<file path="src/rtl/flash_pkg.sv">
// -----------------------------------------------------------------------------
// flash_pkg
// Shared definitions for the NOR flash byte-program engine:
//   - state_t      : sequencer states of flash_writer
//   - CMD_*        : JEDEC command bytes written during a program sequence
//   - ADDR_*       : byte-mode unlock / reset addresses
//   - byte_of()    : picks byte b of a 32-bit sample, byte 0 = [31:24]
// -----------------------------------------------------------------------------
package flash_pkg;

  typedef enum logic [3:0] {
    ST_IDLE,     // waiting for a request
    ST_ARM,      // first cycle of a request; launches the first unlock write
    ST_CMD,      // unlock / unlock / program / data write sequence
    ST_POLL,     // data# polling read in flight
    ST_GAP,      // OE# high for one cycle before the next poll read
    ST_VERIFY,   // full-byte read-back (optional build)
    ST_ERR,      // launches the read-mode reset write
    ST_RECOVER,  // read-mode reset write in flight
    ST_DONE      // completion pulse
  } state_t;

  localparam logic [7:0]  CMD_UNLOCK1  = 8'hAA;
  localparam logic [7:0]  CMD_UNLOCK2  = 8'h55;
  localparam logic [7:0]  CMD_PROG     = 8'hA0;
  localparam logic [7:0]  CMD_RESET    = 8'hF0;

  localparam logic [22:0] ADDR_UNLOCK1 = 23'h000AAA;
  localparam logic [22:0] ADDR_UNLOCK2 = 23'h000555;
  localparam logic [22:0] ADDR_RESET   = 23'h000000;

  function automatic logic [7:0] byte_of(input logic [31:0] d, input logic [1:0] b);
    case (b)
      2'd0:    return d[31:24];
      2'd1:    return d[23:16];
      2'd2:    return d[15:8];
      default: return d[7:0];
    endcase
  endfunction

endpackage

</file>
<file path="src/rtl/flash_writer_if.sv">
// -----------------------------------------------------------------------------
// flash_writer_if
// Request/response handshake between the sample-upload controller and
// flash_writer.
//   i_start    : one-cycle request (ignored while o_busy=1)
//   i_top_addr : page address, becomes flash address [22:2]
//   i_data     : 32-bit sample, [31:24] lands at byte offset 0
//   o_busy     : operation in progress
//   o_ack      : one-cycle completion pulse
//   o_err      : meaningful only with o_ack; 1 = timeout or DQ5 failure
// Modports: master = requester, slave = flash_writer.
// -----------------------------------------------------------------------------
interface flash_writer_if;
  logic        i_start;
  logic [20:0] i_top_addr;
  logic [31:0] i_data;
  logic        o_busy;
  logic        o_ack;
  logic        o_err;

  modport master (output i_start, output i_top_addr, output i_data,
                  input  o_busy,  input  o_ack,      input  o_err);

  modport slave  (input  i_start, input  i_top_addr, input  i_data,
                  output o_busy,  output o_ack,      output o_err);
endinterface

</file>
<file path="src/rtl/flash_bus_cycle.sv">
// -----------------------------------------------------------------------------
// flash_bus_cycle
// Generates one flash bus cycle per go pulse.
//   write (rd=0): SETUP_CYC cycles WE# high, PULSE_CYC cycles WE# low,
//                 HOLD_CYC cycles WE# high; DQ driven the whole time.
//   read  (rd=1): READ_CYC cycles OE# low, DQ released.
// Strobes are registered, so the cycle appears on the pins the clock after go.
// done is high in the last cycle of the bus cycle; rdata is the flash DQ and
// is the sampled value in that cycle. A go in the done cycle chains the next
// bus cycle with no idle clock in between.
// Ports: i_clk, i_rst (sync, active-high), go, rd, addr, wdata, i_data_in,
//        done, rdata, o_addr, o_data_out, o_data_oe, o_we_n, o_oe_n.
// -----------------------------------------------------------------------------
module flash_bus_cycle #(
  parameter int SETUP_CYC = 2,
  parameter int PULSE_CYC = 3,
  parameter int HOLD_CYC  = 2,
  parameter int READ_CYC  = 6
) (
  input  logic        i_clk,
  input  logic        i_rst,
  input  logic        go,
  input  logic        rd,
  input  logic [22:0] addr,
  input  logic [7:0]  wdata,
  input  logic [7:0]  i_data_in,
  output logic        done,
  output logic [7:0]  rdata,
  output logic [22:0] o_addr,
  output logic [7:0]  o_data_out,
  output logic        o_data_oe,
  output logic        o_we_n,
  output logic        o_oe_n
);

  localparam logic [7:0] WR_LAST  = 8'(SETUP_CYC + PULSE_CYC + HOLD_CYC - 1);
  localparam logic [7:0] RD_LAST  = 8'(READ_CYC - 1);
  localparam logic [7:0] PULSE_LO = 8'(SETUP_CYC);
  localparam logic [7:0] PULSE_HI = 8'(SETUP_CYC + PULSE_CYC);

  logic       active, rd_q;
  logic [7:0] cnt;
  logic       n_active, n_rd;
  logic [7:0] n_cnt;

  assign done  = active && (cnt == (rd_q ? RD_LAST : WR_LAST));
  assign rdata = i_data_in;

  always_comb begin
    n_active = active;
    n_rd     = rd_q;
    n_cnt    = cnt;
    if (go) begin
      n_active = 1'b1;
      n_rd     = rd;
      n_cnt    = 8'd0;
    end else if (done) begin
      n_active = 1'b0;
      n_cnt    = 8'd0;
    end else if (active) begin
      n_cnt    = cnt + 8'd1;
    end
  end

  // Strobes are computed from the next phase so they leave a flop cleanly.
  always_ff @(posedge i_clk) begin
    if (i_rst) begin
      active     <= 1'b0;
      rd_q       <= 1'b0;
      cnt        <= 8'd0;
      o_we_n     <= 1'b1;
      o_oe_n     <= 1'b1;
      o_data_oe  <= 1'b0;
      o_addr     <= 23'd0;
      o_data_out <= 8'd0;
    end else begin
      active    <= n_active;
      rd_q      <= n_rd;
      cnt       <= n_cnt;
      o_we_n    <= !(n_active && !n_rd && (n_cnt >= PULSE_LO) && (n_cnt < PULSE_HI));
      o_oe_n    <= !(n_active && n_rd);
      o_data_oe <= n_active && !n_rd;
      if (go) begin
        o_addr <= addr;
        if (!rd) o_data_out <= wdata;
      end
    end
  end

endmodule

</file>
<file path="src/rtl/flash_writer.sv">
// -----------------------------------------------------------------------------
// flash_writer
// Programs one 32-bit sample as four bytes into an 8M x 8 NOR flash (byte
// mode) at {i_top_addr, b}, b = 0..3. Each byte gets the JEDEC sequence
// AA@AAA, 55@555, A0@AAA, data@addr, then data# polling on DQ7. A DQ5 flag
// earns one confirming read; POLL_MAX failed polls is a timeout. Any failure
// writes F0@000 to return the flash to read mode before the error ack.
// Ports:
//   i_clk, i_rst (sync, active-high)
//   req        : flash_writer_if.slave (start/addr/data in, busy/ack/err out)
//   i_data_in  : DQ from the flash
//   o_data_out, o_data_oe, o_addr, o_we_n, o_oe_n : flash bus
//   o_ce_n, o_rst_n, o_wp_n : tied 0, 1, 1
// Build option: define FLASH_WRITER_VERIFY_EN to add a full-byte read-back
// after each DQ7 pass; a mismatch is reported as an error.
// -----------------------------------------------------------------------------
module flash_writer
  import flash_pkg::*;
#(
  parameter int SETUP_CYC = 2,
  parameter int PULSE_CYC = 3,
  parameter int HOLD_CYC  = 2,
  parameter int READ_CYC  = 6,
  parameter int POLL_MAX  = 4095
) (
  input  logic        i_clk,
  input  logic        i_rst,
  flash_writer_if.slave req,
  input  logic [7:0]  i_data_in,
  output logic [7:0]  o_data_out,
  output logic        o_data_oe,
  output logic [22:0] o_addr,
  output logic        o_we_n,
  output logic        o_oe_n,
  output logic        o_ce_n,
  output logic        o_rst_n,
  output logic        o_wp_n
);

  localparam int PC_W = $clog2(POLL_MAX + 1);
  localparam logic [PC_W-1:0] POLL_LAST = PC_W'(POLL_MAX - 1);

  state_t          state, nstate;
  logic [20:0]     top_q;
  logic [31:0]     data_q;
  logic [1:0]      b_q, n_b;
  logic [1:0]      step_q, n_step;
  logic [PC_W-1:0] poll_q, n_poll;
  logic            dq5_q, n_dq5;
  logic            err_q, n_err;

  logic            go, go_rd;
  logic [22:0]     go_addr;
  logic [7:0]      go_wdata;
  logic            bus_done;
  logic [7:0]      bus_rdata;
  logic            pass, fail;

  logic [22:0]     byte_addr;
  logic [7:0]      cur_byte;

  assign byte_addr = {top_q, b_q};
  assign cur_byte  = byte_of(data_q, b_q);

  function automatic logic [22:0] cmd_addr(input logic [1:0] step, input logic [22:0] baddr);
    case (step)
      2'd0:    return ADDR_UNLOCK1;
      2'd1:    return ADDR_UNLOCK2;
      2'd2:    return ADDR_UNLOCK1;
      default: return baddr;
    endcase
  endfunction

  function automatic logic [7:0] cmd_data(input logic [1:0] step, input logic [7:0] bval);
    case (step)
      2'd0:    return CMD_UNLOCK1;
      2'd1:    return CMD_UNLOCK2;
      2'd2:    return CMD_PROG;
      default: return bval;
    endcase
  endfunction

  flash_bus_cycle #(
    .SETUP_CYC (SETUP_CYC),
    .PULSE_CYC (PULSE_CYC),
    .HOLD_CYC  (HOLD_CYC),
    .READ_CYC  (READ_CYC)
  ) u_bus (
    .i_clk      (i_clk),
    .i_rst      (i_rst),
    .go         (go),
    .rd         (go_rd),
    .addr       (go_addr),
    .wdata      (go_wdata),
    .i_data_in  (i_data_in),
    .done       (bus_done),
    .rdata      (bus_rdata),
    .o_addr     (o_addr),
    .o_data_out (o_data_out),
    .o_data_oe  (o_data_oe),
    .o_we_n     (o_we_n),
    .o_oe_n     (o_oe_n)
  );

  always_ff @(posedge i_clk) begin
    if (i_rst) begin
      state  <= ST_IDLE;
      b_q    <= 2'd0;
      step_q <= 2'd0;
      poll_q <= '0;
      dq5_q  <= 1'b0;
      err_q  <= 1'b0;
    end else begin
      state  <= nstate;
      b_q    <= n_b;
      step_q <= n_step;
      poll_q <= n_poll;
      dq5_q  <= n_dq5;
      err_q  <= n_err;
    end
  end

  // Request payload is plain data: captured on accept, no reset needed.
  always_ff @(posedge i_clk) begin
    if (state == ST_IDLE && req.i_start) begin
      top_q  <= req.i_top_addr;
      data_q <= req.i_data;
    end
  end

  // Bus cycles are launched in the done cycle of the previous one so the
  // command sequence and the first poll read run back to back.
  always_comb begin
    nstate   = state;
    n_b      = b_q;
    n_step   = step_q;
    n_poll   = poll_q;
    n_dq5    = dq5_q;
    n_err    = err_q;
    go       = 1'b0;
    go_rd    = 1'b0;
    go_addr  = byte_addr;
    go_wdata = cur_byte;
    pass     = 1'b0;
    fail     = 1'b0;

    case (state)
      ST_IDLE: begin
        if (req.i_start) begin
          n_b    = 2'd0;
          n_step = 2'd0;
          n_err  = 1'b0;
          nstate = ST_ARM;
        end
      end

      ST_ARM: begin
        go       = 1'b1;
        go_addr  = ADDR_UNLOCK1;
        go_wdata = CMD_UNLOCK1;
        nstate   = ST_CMD;
      end

      ST_CMD: begin
        if (bus_done) begin
          go = 1'b1;
          if (step_q != 2'd3) begin
            n_step   = step_q + 2'd1;
            go_addr  = cmd_addr(step_q + 2'd1, byte_addr);
            go_wdata = cmd_data(step_q + 2'd1, cur_byte);
          end else begin
            go_rd  = 1'b1;
            n_poll = '0;
            n_dq5  = 1'b0;
            nstate = ST_POLL;
          end
        end
      end

      ST_GAP: begin
        go     = 1'b1;
        go_rd  = 1'b1;
        nstate = ST_POLL;
      end

      ST_POLL: begin
        if (bus_done) begin
          if (bus_rdata[7] == cur_byte[7]) begin
`ifdef FLASH_WRITER_VERIFY_EN
            go     = 1'b1;
            go_rd  = 1'b1;
            nstate = ST_VERIFY;
`else
            pass   = 1'b1;
`endif
          end else if (dq5_q) begin
            // DQ5 was already up and DQ7 still disagrees: real failure.
            fail = 1'b1;
          end else if (bus_rdata[5]) begin
            n_dq5  = 1'b1;
            nstate = ST_GAP;
          end else if (poll_q == POLL_LAST) begin
            fail = 1'b1;
          end else begin
            n_poll = poll_q + 1'b1;
            nstate = ST_GAP;
          end
        end
      end

      ST_VERIFY: begin
        if (bus_done) begin
          if (bus_rdata == cur_byte) pass = 1'b1;
          else                       fail = 1'b1;
        end
      end

      ST_ERR: begin
        go       = 1'b1;
        go_addr  = ADDR_RESET;
        go_wdata = CMD_RESET;
        nstate   = ST_RECOVER;
      end

      ST_RECOVER: begin
        if (bus_done) nstate = ST_DONE;
      end

      ST_DONE: begin
        nstate = ST_IDLE;
      end

      default: begin
        nstate = ST_IDLE;
      end
    endcase

    if (pass) begin
      if (b_q == 2'd3) begin
        nstate = ST_DONE;
      end else begin
        n_b      = b_q + 2'd1;
        n_step   = 2'd0;
        go       = 1'b1;
        go_rd    = 1'b0;
        go_addr  = ADDR_UNLOCK1;
        go_wdata = CMD_UNLOCK1;
        nstate   = ST_CMD;
      end
    end

    if (fail) begin
      n_err  = 1'b1;
      nstate = ST_ERR;
    end
  end

  assign req.o_busy = (state != ST_IDLE) && (state != ST_DONE);
  assign req.o_ack  = (state == ST_DONE);
  assign req.o_err  = (state == ST_DONE) && err_q;

  assign o_ce_n  = 1'b0;
  assign o_rst_n = 1'b1;
  assign o_wp_n  = 1'b1;

endmodule

</file>
<file path="src/flat_wrapper.sv">
// flat-port wrapper written by rule: the top's interface ports become plain ports
module flash_writer_flat import flash_pkg::*;
#(
  parameter int SETUP_CYC = 2,
  parameter int PULSE_CYC = 3,
  parameter int HOLD_CYC  = 2,
  parameter int READ_CYC  = 6,
  parameter int POLL_MAX  = 4095
)
  (i_clk, i_rst, i_data_in, o_data_out, o_data_oe, o_addr, o_we_n, o_oe_n, o_ce_n, o_rst_n, o_wp_n, req_i_start, req_i_top_addr, req_i_data, req_o_busy, req_o_ack, req_o_err);
  flash_writer_if req_i ();
  input  logic i_clk;
  input  logic i_rst;
  input  logic [7:0] i_data_in;
  output logic [7:0] o_data_out;
  output logic o_data_oe;
  output logic [22:0] o_addr;
  output logic o_we_n;
  output logic o_oe_n;
  output logic o_ce_n;
  output logic o_rst_n;
  output logic o_wp_n;
  input wire logic [$bits(req_i.i_start)-1:0] req_i_start;
  input wire logic [$bits(req_i.i_top_addr)-1:0] req_i_top_addr;
  input wire logic [$bits(req_i.i_data)-1:0] req_i_data;
  output wire logic [$bits(req_i.o_busy)-1:0] req_o_busy;
  output wire logic [$bits(req_i.o_ack)-1:0] req_o_ack;
  output wire logic [$bits(req_i.o_err)-1:0] req_o_err;
  assign req_i.i_start = req_i_start;
  assign req_i.i_top_addr = req_i_top_addr;
  assign req_i.i_data = req_i_data;
  assign req_o_busy = req_i.o_busy;
  assign req_o_ack = req_i.o_ack;
  assign req_o_err = req_i.o_err;
  flash_writer #(.SETUP_CYC(SETUP_CYC), .PULSE_CYC(PULSE_CYC), .HOLD_CYC(HOLD_CYC), .READ_CYC(READ_CYC), .POLL_MAX(POLL_MAX)) u_core (.i_clk(i_clk), .i_rst(i_rst), .req(req_i), .i_data_in(i_data_in), .o_data_out(o_data_out), .o_data_oe(o_data_oe), .o_addr(o_addr), .o_we_n(o_we_n), .o_oe_n(o_oe_n), .o_ce_n(o_ce_n), .o_rst_n(o_rst_n), .o_wp_n(o_wp_n));
endmodule
</file>
<file path="config.mk">
export PLATFORM = sky130hd
export DESIGN_NAME = flash_writer_flat
export DESIGN_NICKNAME = d
export VERILOG_FILES = /design/src/rtl/flash_pkg.sv /design/src/rtl/flash_writer_if.sv /design/src/rtl/flash_bus_cycle.sv /design/src/rtl/flash_writer.sv /design/src/flat_wrapper.sv
export SDC_FILE = /design/constraint.sdc
export NUM_CORES = 1
export LEC_CHECK = 0
export ABC_AREA = 1
export CORE_ASPECT_RATIO = 2
export CORE_MARGIN = 2
export CORE_UTILIZATION = 47
export DETAILED_ROUTE_END_ITERATION = 10
export PLACE_DENSITY = 0.76
export SETUP_SLACK_MARGIN = 0.5
export SLEW_MARGIN = 15
export SYNTH_ARGS = -nofsm -noshare
export SYNTH_HDL_FRONTEND = slang
export SYNTH_HIERARCHICAL = 1
export SYNTH_SLANG_ARGS = --single-unit
</file>
<file path="constraint.sdc">
create_clock -name i_clk -period 2.75 [get_ports i_clk]
set_clock_uncertainty 0.2 [all_clocks]
set_input_delay 0.4125 -clock i_clk [delete_from_list [all_inputs] [get_ports i_clk]]
set_output_delay 0.4125 -clock i_clk [all_outputs]
set_load 0.05 [all_outputs]
</file>
==> Implementation_results.wiki <==
{| class="wikitable"
! Metric !! Value
|-
| Quantity of I/O buffers inserted on ports || 100
|-
| Clock period minus final worst setup slack || 2.84 ns
|-
| Cell with the most instances on the worst path || nand2_1
|-
| Maximum cell stage delay along the critical path || approximately 0.40 ns
|-
| Cell area after placement || 0.00692 mm^2
|-
| Crit path max fanout || 8
|-
| Clock tree from TritonCTS || yes
|-
| Via count of the routed design || roughly 5600
|-
| Die W || 81.3 um
|-
| Synth Flop Type || dfxtp_1
|-
| Routing usage on met2 || 0.464
|-
| Remaining routing DRC violations || 0
|-
| Final-layout fill cell count || around 770
|-
| Met1 global-route usage || 0.251
|-
| Number of placed I/O pins || 104
|-
| Antenna-violating nets left || 0
|-
| Number of distinct standard cells referenced by the synthesized netlist || 39
|-
| Final std cell area, no fill || about 0.0085 mm^2
|-
| Endpoint kind of the worst setup timing path || register
|-
| GR Util met3 || 0.0533
|-
| Worst hold margin || 0.278 ns
|-
| CTS H-tree lvls || 4
|-
| All-layer global routing usage || 0.252
|-
| Core outline area || roughly 0.012 mm^2
|-
| CTS clock-pin slew for the worst setup and hold paths || ~0.060 ns
|-
| RD Place Congestion || around 0.87
|-
| Area contributors post-synth || edfxtp_1, dfxtp_1, nand2_1
|-
| Die Outline Area || 0.0129 mm^2
|-
| Total number of clock tree sinks || between 100 and 150
|-
| Fraction of layout instances using a drive strength above 1 || 0.277
|-
| Clk Latency, worst-skew pair || around 0.4 ns
|-
| Starting DRT DRC Count || 490
|-
| Count of synthesis-stage warnings from yosys || 6
|-
| Share of the clock period used by the worst path after layout || 1.03
|-
| Maximum clock rate || 353 MHz
|-
| Number of flip-flops and latches in the synthesized netlist || roughly 120
|-
| Failing checks || setup timing
|-
| Vias in the first global route || 5354
|-
| Outcome || finished with violations
|-
| Count of pins over their slew limit || 0
|-
| Relative area change from synthesis to final layout || 50.6%
|-
| Count of endpoints failing hold in the final timing report || 0
|-
| Share of the synthesized area in the top cell type || 0.283
|-
| Number of synthesized flops with an enable pin || 53
|-
| Pin count of the biggest net entering global routing || 55
|-
| Max-slew headroom || 0.603
|-
| Worst setup slack before clock tree synthesis || -0.0930 ns
|-
| Mean instance size in the synthesized netlist || 7.97 um^2
|-
| Antenna violations before repair || 0
|-
| Leakage || ~3.5 nW
|-
| CP cell instances || inv_4, ha_4, buf_4, nand2_1, nand4_1, nand2_1, nand2_1, nand2_1, nand3_2, o21bai_4, nand2_2, nor2_4, inv_4, nand2_4, inv_8, buf_4, buf_6, nand2_4, nand3_1, nor2_1, nand3_1
|-
| Sequential cell area fraction in the yosys report || 0.518
|-
| Global route total overflow || 0
|-
| Number of clock buffers inserted by TritonCTS || 17
|-
| First-pass GRT wire length || about 25000 um
|-
| NumNets Final || between 900 and 1000
|-
| Global routing's busiest layer || met2
|-
| CP startpoint kind || register
|-
| Maximum Capacitance Violations || 0
|-
| Peak ir drop on the vdd network || between 800 and 900 uV
|-
| Diode insertion count for antenna repair || 0
|-
| Most area-hungry cell type in the Yosys netlist || edfxtp_1
|-
| Slew at the pin closest to its max-slew limit || 0.594 ns
|-
| First-pass iteration count of the detailed router || 7
|-
| Path category of the worst min-delay check || reg -> reg
|-
| Synthesized cell area || between 0.005 and 0.006 mm^2
|-
| Required time at the worst-slack endpoint || roughly 2.9 ns
|-
| Unrepaired setup endpoints after global routing || true
|-
| Number of failing setup endpoints in the final timing report || 14
|-
| Async set or reset register ratio after synthesis || 0
|-
| Final WS setup || -0.0857 ns
|-
| Crit Path Class || reg -> reg
|-
| Standard-cell row count || 56
|-
| Clock Tree Buf Depth || 2
|-
| Initial cell density of the core || 0.480
|-
| HPWL after DPL || approximately 11000 um
|-
| Root buffer cell || clkbuf_16
|-
| Critical Path Slowest Stage Cell || dfxtp_4
|-
| Final routed wire length divided by cell count || 16.6 um
|-
| Drt via density || about 5.5
|-
| Power per cell area || ~1000 mW/mm^2
|-
| Count of mapped cells out of synthesis || about 710
|-
| Sum of routed wire length over all layers || about 17000 um
|-
| Die Ht || around 160 um
|-
| CP arrival || roughly 2.9 ns
|}
## metrics by stage
step / util / instances / TNS (ns) / power [W]
2_1_floorplan: - / 706 / 0 / 0.00444
3_3_place_gp: 0.591 / 953 / -0.00768 / 0.00541
3_5_place_dp: 0.591 / 953 / -0.649 / 0.00548
4_1_cts: 0.677 / 1011 / 0 / 0.00790
5_1_grt: 0.723 / 1032 / -5.02 / 0.00891
6_report: 0.723 / 1032 / -0.682 / 0.00852
## path summary, 6_finish.rpt
check                                   start  cells past startpoint  slack, ns             endpoint
worst min-delay path             u_core/err_q                      2       0.28         u_core/err_q
worst max-delay path            u_core/b_q[0]                     21      -0.09  u_core/u_bus/o_we_n
worst max register to register  u_core/b_q[0]                     21      -0.09  u_core/u_bus/o_we_n
worst min register to register   u_core/err_q                      2       0.28         u_core/err_q
## logic make-up after synthesis
| group | after synthesis | synth area share |
|---|---|---|
| DFF | 119 | 0.518 |
| and+or+nand+nor | 371 | 0.282 |
| adders and majority gates | 7 | 0.0156 |
| other | 2 | 0.00134 |
| AOI/OAI and AO/OA | 103 | 0.0986 |
| buffers and inverters | 100 | 0.0779 |
| xor gates and xnor gates | 3 | 0.00601 |
## cells in the mapped netlist, types with 3 or more instances
cell type,number
a21oi_1,23
a21oi_2,3
a31oi_1,3
buf_4,12
clkbuf_1,11
dfxtp_1,66
edfxtp_1,53
ha_1,7
inv_1,65
inv_2,6
nand2_1,151
nand2_2,5
nand3_1,36
nand3b_1,4
nand4_1,13
nor2_1,132
nor2_4,3
nor3_1,8
nor4_1,4
o21ai_0,64
or2_1,5
or2_2,4
## timing repair
action	4_1_cts	5_1_grt
hold buffers	0	0
endpoints found under the setup margin	69	72
gates resized for setup	78	95
setup buffers	25	18
pin swaps	21	23
gates cloned	1	3
## power by group
part	internal, W	switching (W)
Sequential	0.00235	0.000242
Combinational	0.00138	0.00240
Clock	0.00125	0.000893
## placed cells by master, fill, tap and decap left out, types with 5 or more instances in the layout
| cell | instances |
|---|---|
| a21oi_1 | 18 |
| a21oi_2 | 7 |
| buf_4 | 63 |
| buf_6 | 10 |
| clkbuf_16 | 20 |
| clkdlybuf4s50_1 | 92 |
| dfxtp_1 | 63 |
| dlymetal6s2s_1 | 5 |
| edfxtp_1 | 53 |
| inv_1 | 55 |
| inv_2 | 8 |
| inv_4 | 6 |
| inv_6 | 6 |
| inv_8 | 5 |
| nand2_1 | 128 |
| nand2_2 | 19 |
| nand2_4 | 8 |
| nand3_1 | 22 |
| nand3_2 | 13 |
| nand4_1 | 13 |
| nor2_1 | 92 |
| nor2_2 | 29 |
| nor2_4 | 16 |
| nor3_1 | 7 |
| o21ai_0 | 58 |
| o21ai_1 | 6 |
## per-layer routing
layer / wire length, um / part of all wire / vias to the layer above
met4: 884 / 0.052 / 0
met1: 5920 / 0.34 / 2659
met2: 9470 / 0.55 / 265
met5: 0 / 0 / -
li1: - / - / 2644
met3: 885 / 0.052 / 71
## area by class of cell
| class | count | area, um^2 | share of cell area |
|---|---|---|---|
| clock buffers | 18 | 450 | 0.0532 |
| clock inverters | 14 | 126 | 0.0149 |
| inverters | 71 | 303 | 0.0358 |
| multi-input cells | 487 | 2760 | 0.326 |
| flip-flops and latches | 119 | 2920 | 0.345 |
| well taps | 145 | 181 | 0.0214 |
| repair buffers | 178 | 1720 | 0.203 |
## registers in the layout, summed over array words and instances, names as in the netlist, 2 cells and up
register                 cells
u_core/data_q               32
u_core/u_bus/o_addr         23
u_core/top_q                21
u_core/poll_q               12
u_core/u_bus/cnt             8
u_core/u_bus/o_data_out      8
u_core/state                 4
u_core/b_q                   2
u_core/step_q                2
## critical path: cells and delay by family (launching register included)
family | cells | cell delay [ns]
AO/OA/AOI/OAI | 1 | 0.16
adder cells (fa/ha/maj) | 1 | 0.19
buffers and inverters | 6 | 0.55
flip-flops | 1 | 0.40
AND/OR/NAND/NOR | 13 | 1.20
Power figures use the tool's default switching activity.
